[src/rtl/id_ex_skid_reg.sv]
// ID/EX pipeline register with a one-entry skid buffer, so in_ready depends
// only on registered state, plus a saturating count of bubble cycles.
module id_ex_skid_reg #(
  parameter int                 DATA_W   = 32,
  parameter logic [DATA_W-1:0]  NOP_DATA = '0,
  parameter int                 CNT_W    = 16
) (
  input  logic              clk,
  input  logic              rst,
  input  logic              in_valid,
  output logic              in_ready,
  input  logic [DATA_W-1:0] in_data,
  input  logic              in_wreg,
  input  logic              flush,
  output logic              out_valid,
  input  logic              out_ready,
  output logic [DATA_W-1:0] out_data,
  output logic              out_wreg,
  output logic [1:0]        count,
  output logic [CNT_W-1:0]  bubble_cnt
);

  logic              main_valid;
  logic [DATA_W-1:0] main_data;
  logic              main_wreg;
  logic              skid_valid;
  logic [DATA_W-1:0] skid_data;
  logic              skid_wreg;
  logic              accept;
  logic              pop;

  assign in_ready = !skid_valid;
  assign accept   = in_valid & in_ready;
  assign pop      = main_valid & out_ready;

  assign out_valid = main_valid;
  assign out_data  = main_valid ? main_data : NOP_DATA;
  assign out_wreg  = main_valid ? main_wreg : 1'b0;
  assign count     = {1'b0, main_valid} + {1'b0, skid_valid};

  // The skid entry is only ever occupied while main is, so main empty
  // implies skid empty and the cases below are exhaustive.
  always_ff @(posedge clk or posedge rst) begin
    if (rst) begin
      main_valid <= 1'b0;
      main_data  <= NOP_DATA;
      main_wreg  <= 1'b0;
      skid_valid <= 1'b0;
      skid_data  <= NOP_DATA;
      skid_wreg  <= 1'b0;
    end else if (flush) begin
      main_valid <= 1'b0;
      main_data  <= NOP_DATA;
      main_wreg  <= 1'b0;
      skid_valid <= 1'b0;
      skid_data  <= NOP_DATA;
      skid_wreg  <= 1'b0;
    end else if (!main_valid) begin
      if (accept) begin
        main_valid <= 1'b1;
        main_data  <= in_data;
        main_wreg  <= in_wreg;
      end
    end else if (!pop) begin
      if (accept) begin
        skid_valid <= 1'b1;
        skid_data  <= in_data;
        skid_wreg  <= in_wreg;
      end
    end else if (skid_valid) begin
      main_data  <= skid_data;
      main_wreg  <= skid_wreg;
      skid_valid <= 1'b0;
      skid_data  <= NOP_DATA;
      skid_wreg  <= 1'b0;
    end else if (accept) begin
      main_data  <= in_data;
      main_wreg  <= in_wreg;
    end else begin
      main_valid <= 1'b0;
      main_data  <= NOP_DATA;
      main_wreg  <= 1'b0;
    end
  end

  // Saturates rather than wraps so a long idle stretch never reads as short.
  always_ff @(posedge clk or posedge rst) begin
    if (rst) begin
      bubble_cnt <= '0;
    end else if (!main_valid && (bubble_cnt != {CNT_W{1'b1}})) begin
      bubble_cnt <= bubble_cnt + CNT_W'(1);
    end
  end

endmodule

[config.mk]
export PLATFORM = sky130hd
export DESIGN_NAME = id_ex_skid_reg
export DESIGN_NICKNAME = d
export VERILOG_FILES = /design/src/rtl/id_ex_skid_reg.sv
export SDC_FILE = /design/constraint.sdc
export NUM_CORES = 1
export LEC_CHECK = 0
export ABC_AREA = 1
export CAP_MARGIN = 20
export CORE_MARGIN = 1.5
export CORE_UTILIZATION = 46
export DETAILED_ROUTE_END_ITERATION = 12
export GPL_TIMING_DRIVEN = 0
export HOLD_SLACK_MARGIN = 0.03
export PLACE_DENSITY_LB_ADDON = 0.05
export SLEW_MARGIN = 20
export SYNTH_ARGS = -nofsm -noshare
export SYNTH_HDL_FRONTEND = slang
export SYNTH_SLANG_ARGS = --single-unit
[constraint.sdc]
create_clock -name clk -period 4 [get_ports clk]
set_input_delay 0.4 -clock clk [delete_from_list [all_inputs] [get_ports clk]]
set_output_delay 0.4 -clock clk [all_outputs]
set_load 0.03 [all_outputs]
# After elaboration in Yosys (flattened, before gate mapping)
# Index checks and enable logic that the tools add are counted.
[word_totals]
regBits = 84
[op_classes]
add_sub_neg = 2
eq_ne = 3
mux = 31
bitwise_logic = 2
reduce_logical = 9
[op_table]
columns = ["cell", "n"]
rows = [
  ["2-to-1 mux 32 bit", 11],
  ["2-to-1 mux 1 bit", 20],
  ["adder 16 x 1 -> 16 bit, second input constant", 1],
  ["inequality test 16 bit, second input constant", 1],
  ["nonzero test 3 bit", 2],
  ["AND reduction 2 bit", 2],
  ["inequality test 3 x 2 -> 1 bit, second input constant", 1],
  ["inequality test 3 bit, second input constant", 1],
  ["AND reduction 3 bit", 1],
  ["adder 1 x 1 -> 2 bit", 1],
  ["bitwise AND 1 bit", 2],
  ["zero test 1 bit", 2],
  ["nonzero test 2 bit", 1],
  ["logical AND 1 bit", 1],
]

# Logic depth before layout (Yosys ltp)
# Gate-level depths: netlist of the first run.
[logic_depth]
word_depth = 7
mapped_depth = 9
mapped_depth_nobuf = 9

# Least setup slack after synthesis of the first run
# Ideal clock, no wire load.
[synth_path]
kind = "register to output"
from = "register main_valid (netlist: out_valid)"
to = "output port out_data[10]"
arrival_ps = 1391
slack_ps = 2209
path_stages_with_launch = 5
path_cell_list = "dfrtp_1 -> buf_4 -> clkbuf_1 -> nand2_1 -> inv_1"
[synth_via]
elab_chain_cells = 1
[synth_rtl]
columns = ["item", "line_no", "rtl"]
rows = [
  ["from (decl)", "23", "logic main_valid;"],
  ["from (signal assigned)", "45", "main_valid <= 1'b0;"],
  ["from (signal assigned)", "52", "main_valid <= 1'b0;"],
  ["from (signal assigned)", "60", "main_valid <= 1'b1;"],
  ["2-to-1 mux 32 bit", "37", "assign out_data = main_valid ? main_data : NOP_DATA;"],
  ["to (decl)", "17", "output logic [DATA_W-1:0] out_data,"],
]
# No other way between the ends.

# Final worst setup path of the first run
[layout_path]
from = "register main_valid (netlist: out_valid)"
to = "output port out_data[31]"
# The elaborated chain is that of the path after synthesis.

==> results of run 1 <==
## report_power, final
group | switching, mW | internal (mW) | total, mW
logic | 0.288 | 0.207 | 0.496
clock network | 0.310 | 0.242 | 0.551
registers | 0.0727 | 0.943 | 1.02
## metrics by stage
stage / instance area, um^2 / hold slack (ns) / utilization (%) / power [mW] / setup WS, ns
final: 5430 / 0.451 / 62.0 / 2.06 / 1.21
after global routing: 5430 / 0.481 / 62.0 / 2.17 / 1.06
after CTS: 5430 / 0.467 / 62.0 / 2.08 / 1.20
after detailed placement: 5260 / 0.474 / 60.0 / 1.53 / 1.57
after global placement: 5230 / 0.467 / 59.7 / 1.52 / 0.00500
after floorplan: 4190 / 0.453 / - / 1.33 / 1.43
## cells in the final DEF (no fill, tap or decap), types with 2 or more instances in the layout
cell type        count
nand4_1              3
ha_1                 2
o21ai_1             37
nand3b_1             2
clkdlybuf4s50_1     90
inv_1               50
o21ai_0             39
clkinvlp_4           2
nor2_1              16
xor2_1               2
a22oi_1             33
buf_4                5
buf_6                6
nor2_4               2
clkbuf_1             9
nor2_2               2
nand2_1            201
dfrtp_1             84
nand3_1              7
xnor2_1              4
clkbuf_8            10
buf_2                9
clkinv_2             2
nand2_2              4
## final cells by class
type / instances / area [um^2] / area share (%)
plain buffers: 28 / 181 / 3.34
clock buffers: 12 / 145 / 2.67
clock inverters: 4 / 25.0 / 0.461
inverters: 51 / 194 / 3.57
multi-input cells: 360 / 1720 / 31.6
flip-flops and latches: 84 / 2100 / 38.7
well taps: 108 / 135 / 2.49
repair buffers: 91 / 928 / 17.1
## sequential cells by signal (all words and copies together) (netlist names)
signal	count
out_valid	1
main_data	32
skid_valid	1
bubble_cnt	16
main_wreg	1
skid_data	32
skid_wreg	1
## worst paths after layout
check	cells after the start	start	endpoint
worst max register to register	5	out_valid$_DFF_PP0_	main_data[14]$_DFFE_PP0P_
min in group clk	2	main_data[11]$_DFFE_PP0P_	main_data[11]$_DFFE_PP0P_
worst max-delay path	5	out_valid$_DFF_PP0_	out_data[31]
max in group asynchronous	3	rst	main_data[29]$_DFFE_PP0P_
worst min-delay path	2	rst	main_data[12]$_DFFE_PP0P_
worst min register to register	2	main_data[11]$_DFFE_PP0P_	main_data[11]$_DFFE_PP0P_
## logic make-up after synthesis
kind of cell / after synthesis / synth area share [%]
simple gates: 239 / 23.0
compound gates: 113 / 16.1
flops: 84 / 50.1
buf+inv: 79 / 8.89
xor+xnor: 6 / 1.25
fa+ha+maj: 2 / 0.597
## per-layer routing
metal,vias to the layer above,track usage (%),part of all wire (%),routed length (um)
li1,1880,-,-,-
met1,1777,29.4,45,4640
met2,80,37.3,49,5040
met3,12,4.40,4.1,416
met4,0,5.63,1.4,142
met5,-,0,0,0
==> reports/metrics.csv, run 1 <==
metric,value,unit
status,"complete, no violations",
Synth Register Bits,84,
worst hold path type,input pin to async pin,
Antenna Nets Post-Route,0,
GR Util All Layers,22.1,%
post-CTS setup buffers,0,
layout cell share with drive strength beyond 1,7.94,%
Mapped Cells,523,
post_cts resized,0,
Antenna Cells,0,
CP required,3.60,ns
post-synthesis sequential area ratio,50.1,%
Syn-to-layout area delta,29.5,%
Synth top cells by count,"nand2_1 (201), dfrtp_1 (84), inv_1 (51)",
async set-or-reset flop fraction in the synthesized netlist,100,%
critical path startpoint category,flop,
Inst Count DP,722,
CP Capture Type,output pin,
power per cell area,380,nW/um^2
synthesized area,4190,um^2
Final Max Slew Viols,0,
syn_area_per_cell,8.02,um^2
Avg WL per Cell,13.9,um
antenna violations before repair,0,
CP Class,flop to output pin,
die width,98.5,um
number of synthesized flops with an enable pin,0,
max_cap viols,0,
Final setup viols,0,
Starting DRT DRC Count,186,
CP Max Fanout,10,
hpwl dp,7.24,mm
clock buffer count from CTS,9,
largest net degree at the start of global routing,45,
CTS tree,built,
I/O pins,91,
"Period Utilization, post-route",69.7,%
Unique masters post-synth,27,
cell taking the most area after synthesis,dfrtp_1,
top-area cell type share of the netlist area,50.1,%
routability cong.,0.786,
most common cell in the netlist,nand2_1,
Finished Layout Cells,738,
CP Buf/Inv Count,4,
RSZ-0062 raised after global routing,no,
FILL cells,834,
root buf cell,clkbuf_8,
Fin. Hold Viols,0,
routed vias/inst,5.08,
"setup slack, reg-to-reg",2.23,ns
area of the core,8760,um^2
# H-tree levels,3,
Die Y,98.5,um
die area,9700,um^2
Initial Util,47.8,%
Critical Path Slowest Stage Cell,clkdlybuf4s50_1,
CTS Hold Bufs,0,
Synth area leaders,"dfrtp_1 (50%), nand2_1 (18%), a22oi_1 (5.9%)",
Clock Latency Late Sink,0.35,ns
input/output buffers,90,
Post-route DRC,0,
CTS max path bufs,2,
Post-synth top flop,dfrtp_1,
yosys warns,0,
leakage power,2.64,nW
VDD IR max,0.000211,V
Clock Sinks,84,
row count,34,
max incr delay on CP,0.68,ns
vias in the first global route,3594,
Synth Net Count,563,
final net count,665,
first-pass GRT wire length,17.2,mm
clk slew on worst S/H paths,0.09,ns
relative slew slack,64.0,%
setup tns final,0,ns
Worst-Margin Slew,0.541,ns
crit-path cells,"buf_4, clkbuf_1, nand2_1, inv_1, clkdlybuf4s50_1",
WL final,10.2,mm
1st-pass router iterations,4,
CP top delay family,buffers and inverters,
minimum clock period,2.79,ns
total gr overflow,0,
fmax,359,MHz
vias after detailed routing,3749,
Fin Clk Skew,0.00943,ns
critical path data arrival time,2.39,ns
No activity file was read; power rests on OpenSTA's default activity.
==> inputs of run 2 (changes only) <==
==> constraint.sdc (replaced) <==
create_clock -name clk -period 2.7 [get_ports clk]
set_input_delay 0.27 -clock clk [delete_from_list [all_inputs] [get_ports clk]]
set_output_delay 0.27 -clock clk [all_outputs]
set_load 0.03 [all_outputs]
==> run 2 against run 1 <==
Combinational power is 48% higher. Register-to-register slack got worse by 1.3 ns. Clock power rose by 48%. Design area is essentially flat. Worst setup slack got worse by 0.98 ns. Highest routed layer unchanged. Die area is the same. Via count up 0.64%. Sequential power up 48%. Non-clock buffer count unchanged. Largest power group unchanged. Flip-flop and latch count stayed put.
==> reports/metrics.csv, run 2 (synthesized netlist as in run 1, its figures left out) <==
metric,value,unit,change
status,"complete, no violations",,
"leading cell type in the layout, fill and taps excluded",nand2_1,,
RSZ-0062 raised after global routing,no,,
Inst Count DP,722,,unchanged
routed vias/inst,5.11,,+0.64%
critical path startpoint category,flop,,
Post-route DRC,0,,unchanged
Worst-Margin Slew,0.540,ns,-0.000871 ns
max incr delay on CP,0.67,ns,about the same
CTS tree,built,,
Clk pwr share,26.7,%,about the same
relative slew slack,64.0,%,about the same
minimum clock period,2.47,ns,
R2R depth,5,,unchanged
clk slew on worst S/H paths,0.09,ns,about the same
total power,3.06,mW,+48%
Antenna Nets Post-Route,0,,unchanged
die width,98.5,um,unchanged
Final Cell Area,5430,um^2,about the same
Critical Path Slowest Stage Cell,clkdlybuf4s50_1,,
vias in the first global route,3594,,unchanged
input/output buffers,90,,unchanged
crit-path cells,"buf_4, clkbuf_2, nand2_1, inv_1, clkdlybuf4s50_1",,
routability cong.,0.786,,unchanged
clock buffer count from CTS,9,,unchanged
hpwl dp,7.24,mm,unchanged
Psw,0.993,mW,+48%
WL final,10.2,mm,about the same
vias after detailed routing,3773,,+0.64%
max_cap viols,0,,unchanged
worst hold path type,input pin to async pin,,
CTS max path bufs,2,,unchanged
fmax,405,MHz,
CP Capture Type,output pin,,
Comb power frac,24.1,%,about the same
antenna violations before repair,0,,unchanged
I/O pins,91,,unchanged
Net Sw Frac,32.5,%,-0.036 points
Largest regs,"main_data (32), skid_data (32), bubble_cnt (16)",,
Hold WS,0.322,ns,-0.129 ns
total gr overflow,0,,unchanged
post-placement cell area,5260,um^2,unchanged
Fin Clk Skew,0.00966,ns,+0.000230 ns
most frequent cells in the layout,"nand2_1 (201), clkdlybuf4s50_1 (90), dfrtp_1 (84), inv_1 (50), o21ai_0 (39)",,
power per cell area,563,nW/um^2,+48%
Final Max Slew Viols,0,,unchanged
Finished Layout Cells,738,,unchanged
row count,34,,unchanged
GR Util All Layers,22.1,%,unchanged
area of the core,8760,um^2,unchanged
# H-tree levels,3,,unchanged
sequential power share,49.3,%,about the same
"Period Utilization, post-route",91.4,%,
1st-pass router iterations,6,,+2
Clock Sinks,84,,unchanged
Avg WL per Cell,13.9,um,about the same
Antenna Cells,0,,unchanged
FILL cells,832,,-0.24%
VDD IR max,0.000312,V,+48%
Fin. Hold Viols,0,,unchanged
Starting DRT DRC Count,179,,-3.8%
root buf cell,clkbuf_8,,
layout cell share with drive strength beyond 1,8.41,%,+0.48 points
CP required,2.43,ns,-1.17 ns
Clock Latency Late Sink,0.35,ns,about the same
final net count,665,,unchanged
Initial Util,47.8,%,unchanged
critical path data arrival time,2.20,ns,-0.19 ns
Final Util,62.0,%,about the same
Syn-to-layout area delta,29.6,%,about the same
CTS Hold Bufs,0,,unchanged
die area,9700,um^2,unchanged
Die Y,98.5,um,unchanged
CP Max Fanout,10,,unchanged
first-pass GRT wire length,17.2,mm,unchanged
largest net degree at the start of global routing,45,,unchanged
Int Pwr,2.06,mW,+48%
CP Class,flop to output pin,,
Final setup viols,0,,unchanged
leakage power,2.65,nW,+0.36%
==> run 2: changes by cell type in the layout (fill, tap and decap cells not counted) <==
cell	previous run	this run
clkbuf_1	9	6
clkbuf_2	1	4
==> run 2: layout make-up <==
type	count	area [um^2]	area share [%]
clock buffers	12	145	2.67
clock inverters	4	25.0	0.461
repair buffers	91	928	17.1
inverters	51	194	3.57
flip-flops and latches	84	2100	38.7
multi-input cells	360	1720	31.6
well taps	108	135	2.49
plain buffers	28	185	3.41
==> run 2: routing by layer <==
metal / wire [um] / GRT usage (%) / part of all wire, %
met2: 5040 / 37.3 / 49
met1: 4590 / 29.4 / 45
met5: 0 / 0 / 0
met3: 453 / 4.40 / 4.4
met4: 155 / 5.63 / 1.5
==> run 2: through the flow <==
| stage | TNS (ns) | setup slack (ns) |
|---|---|---|
| 6_report | 0 | 0.233 |
| 5_1_grt | 0 | 0.101 |
| 4_1_cts | 0 | 0.0279 |
| 3_5_place_dp | 0 | 0.402 |
| 3_3_place_gp | -97.47 | -1.17 |
| 2_1_floorplan | 0 | 0.265 |
==> run 2: final timing paths <==
| check | from | endpoint | slack, ns |
|---|---|---|---|
| worst max-delay path | out_valid$_DFF_PP0_ | out_data[31] | 0.23 |
| worst min-delay path | rst | main_data[12]$_DFFE_PP0P_ | 0.32 |
| min in group clk | main_data[11]$_DFFE_PP0P_ | main_data[11]$_DFFE_PP0P_ | 0.49 |
| worst max register to register | out_valid$_DFF_PP0_ | main_data[14]$_DFFE_PP0P_ | 0.94 |
| max in group asynchronous | rst | main_data[29]$_DFFE_PP0P_ | 1.78 |
| worst min register to register | main_data[11]$_DFFE_PP0P_ | main_data[11]$_DFFE_PP0P_ | 0.49 |
==> run 2: timing repair <==
action | CTS | global route
buffers inserted | 0 | 0
gates resized for setup | 0 | 6
endpoints found under the hold margin | 0 | 0
endpoints found under the setup margin | 0 | 30
==> run 2: critical path: cells and delay by family (launching register included) <==
family | cells | cell delay, ns
buffers and inverters | 4 | 1.25
flip-flops | 1 | 0.48
AND/OR/NAND/NOR | 1 | 0.11
==> run 2: power by group through the flow <==
stage | Clock [mW] | Combinational (mW) | Sequential (mW)
floorplan | 0 | 0.388 | 1.58
global placement | 0 | 0.727 | 1.52
detailed placement | 0 | 0.743 | 1.53
CTS | 0.831 | 0.744 | 1.50
global route | 0.880 | 0.811 | 1.53
finish | 0.815 | 0.736 | 1.51
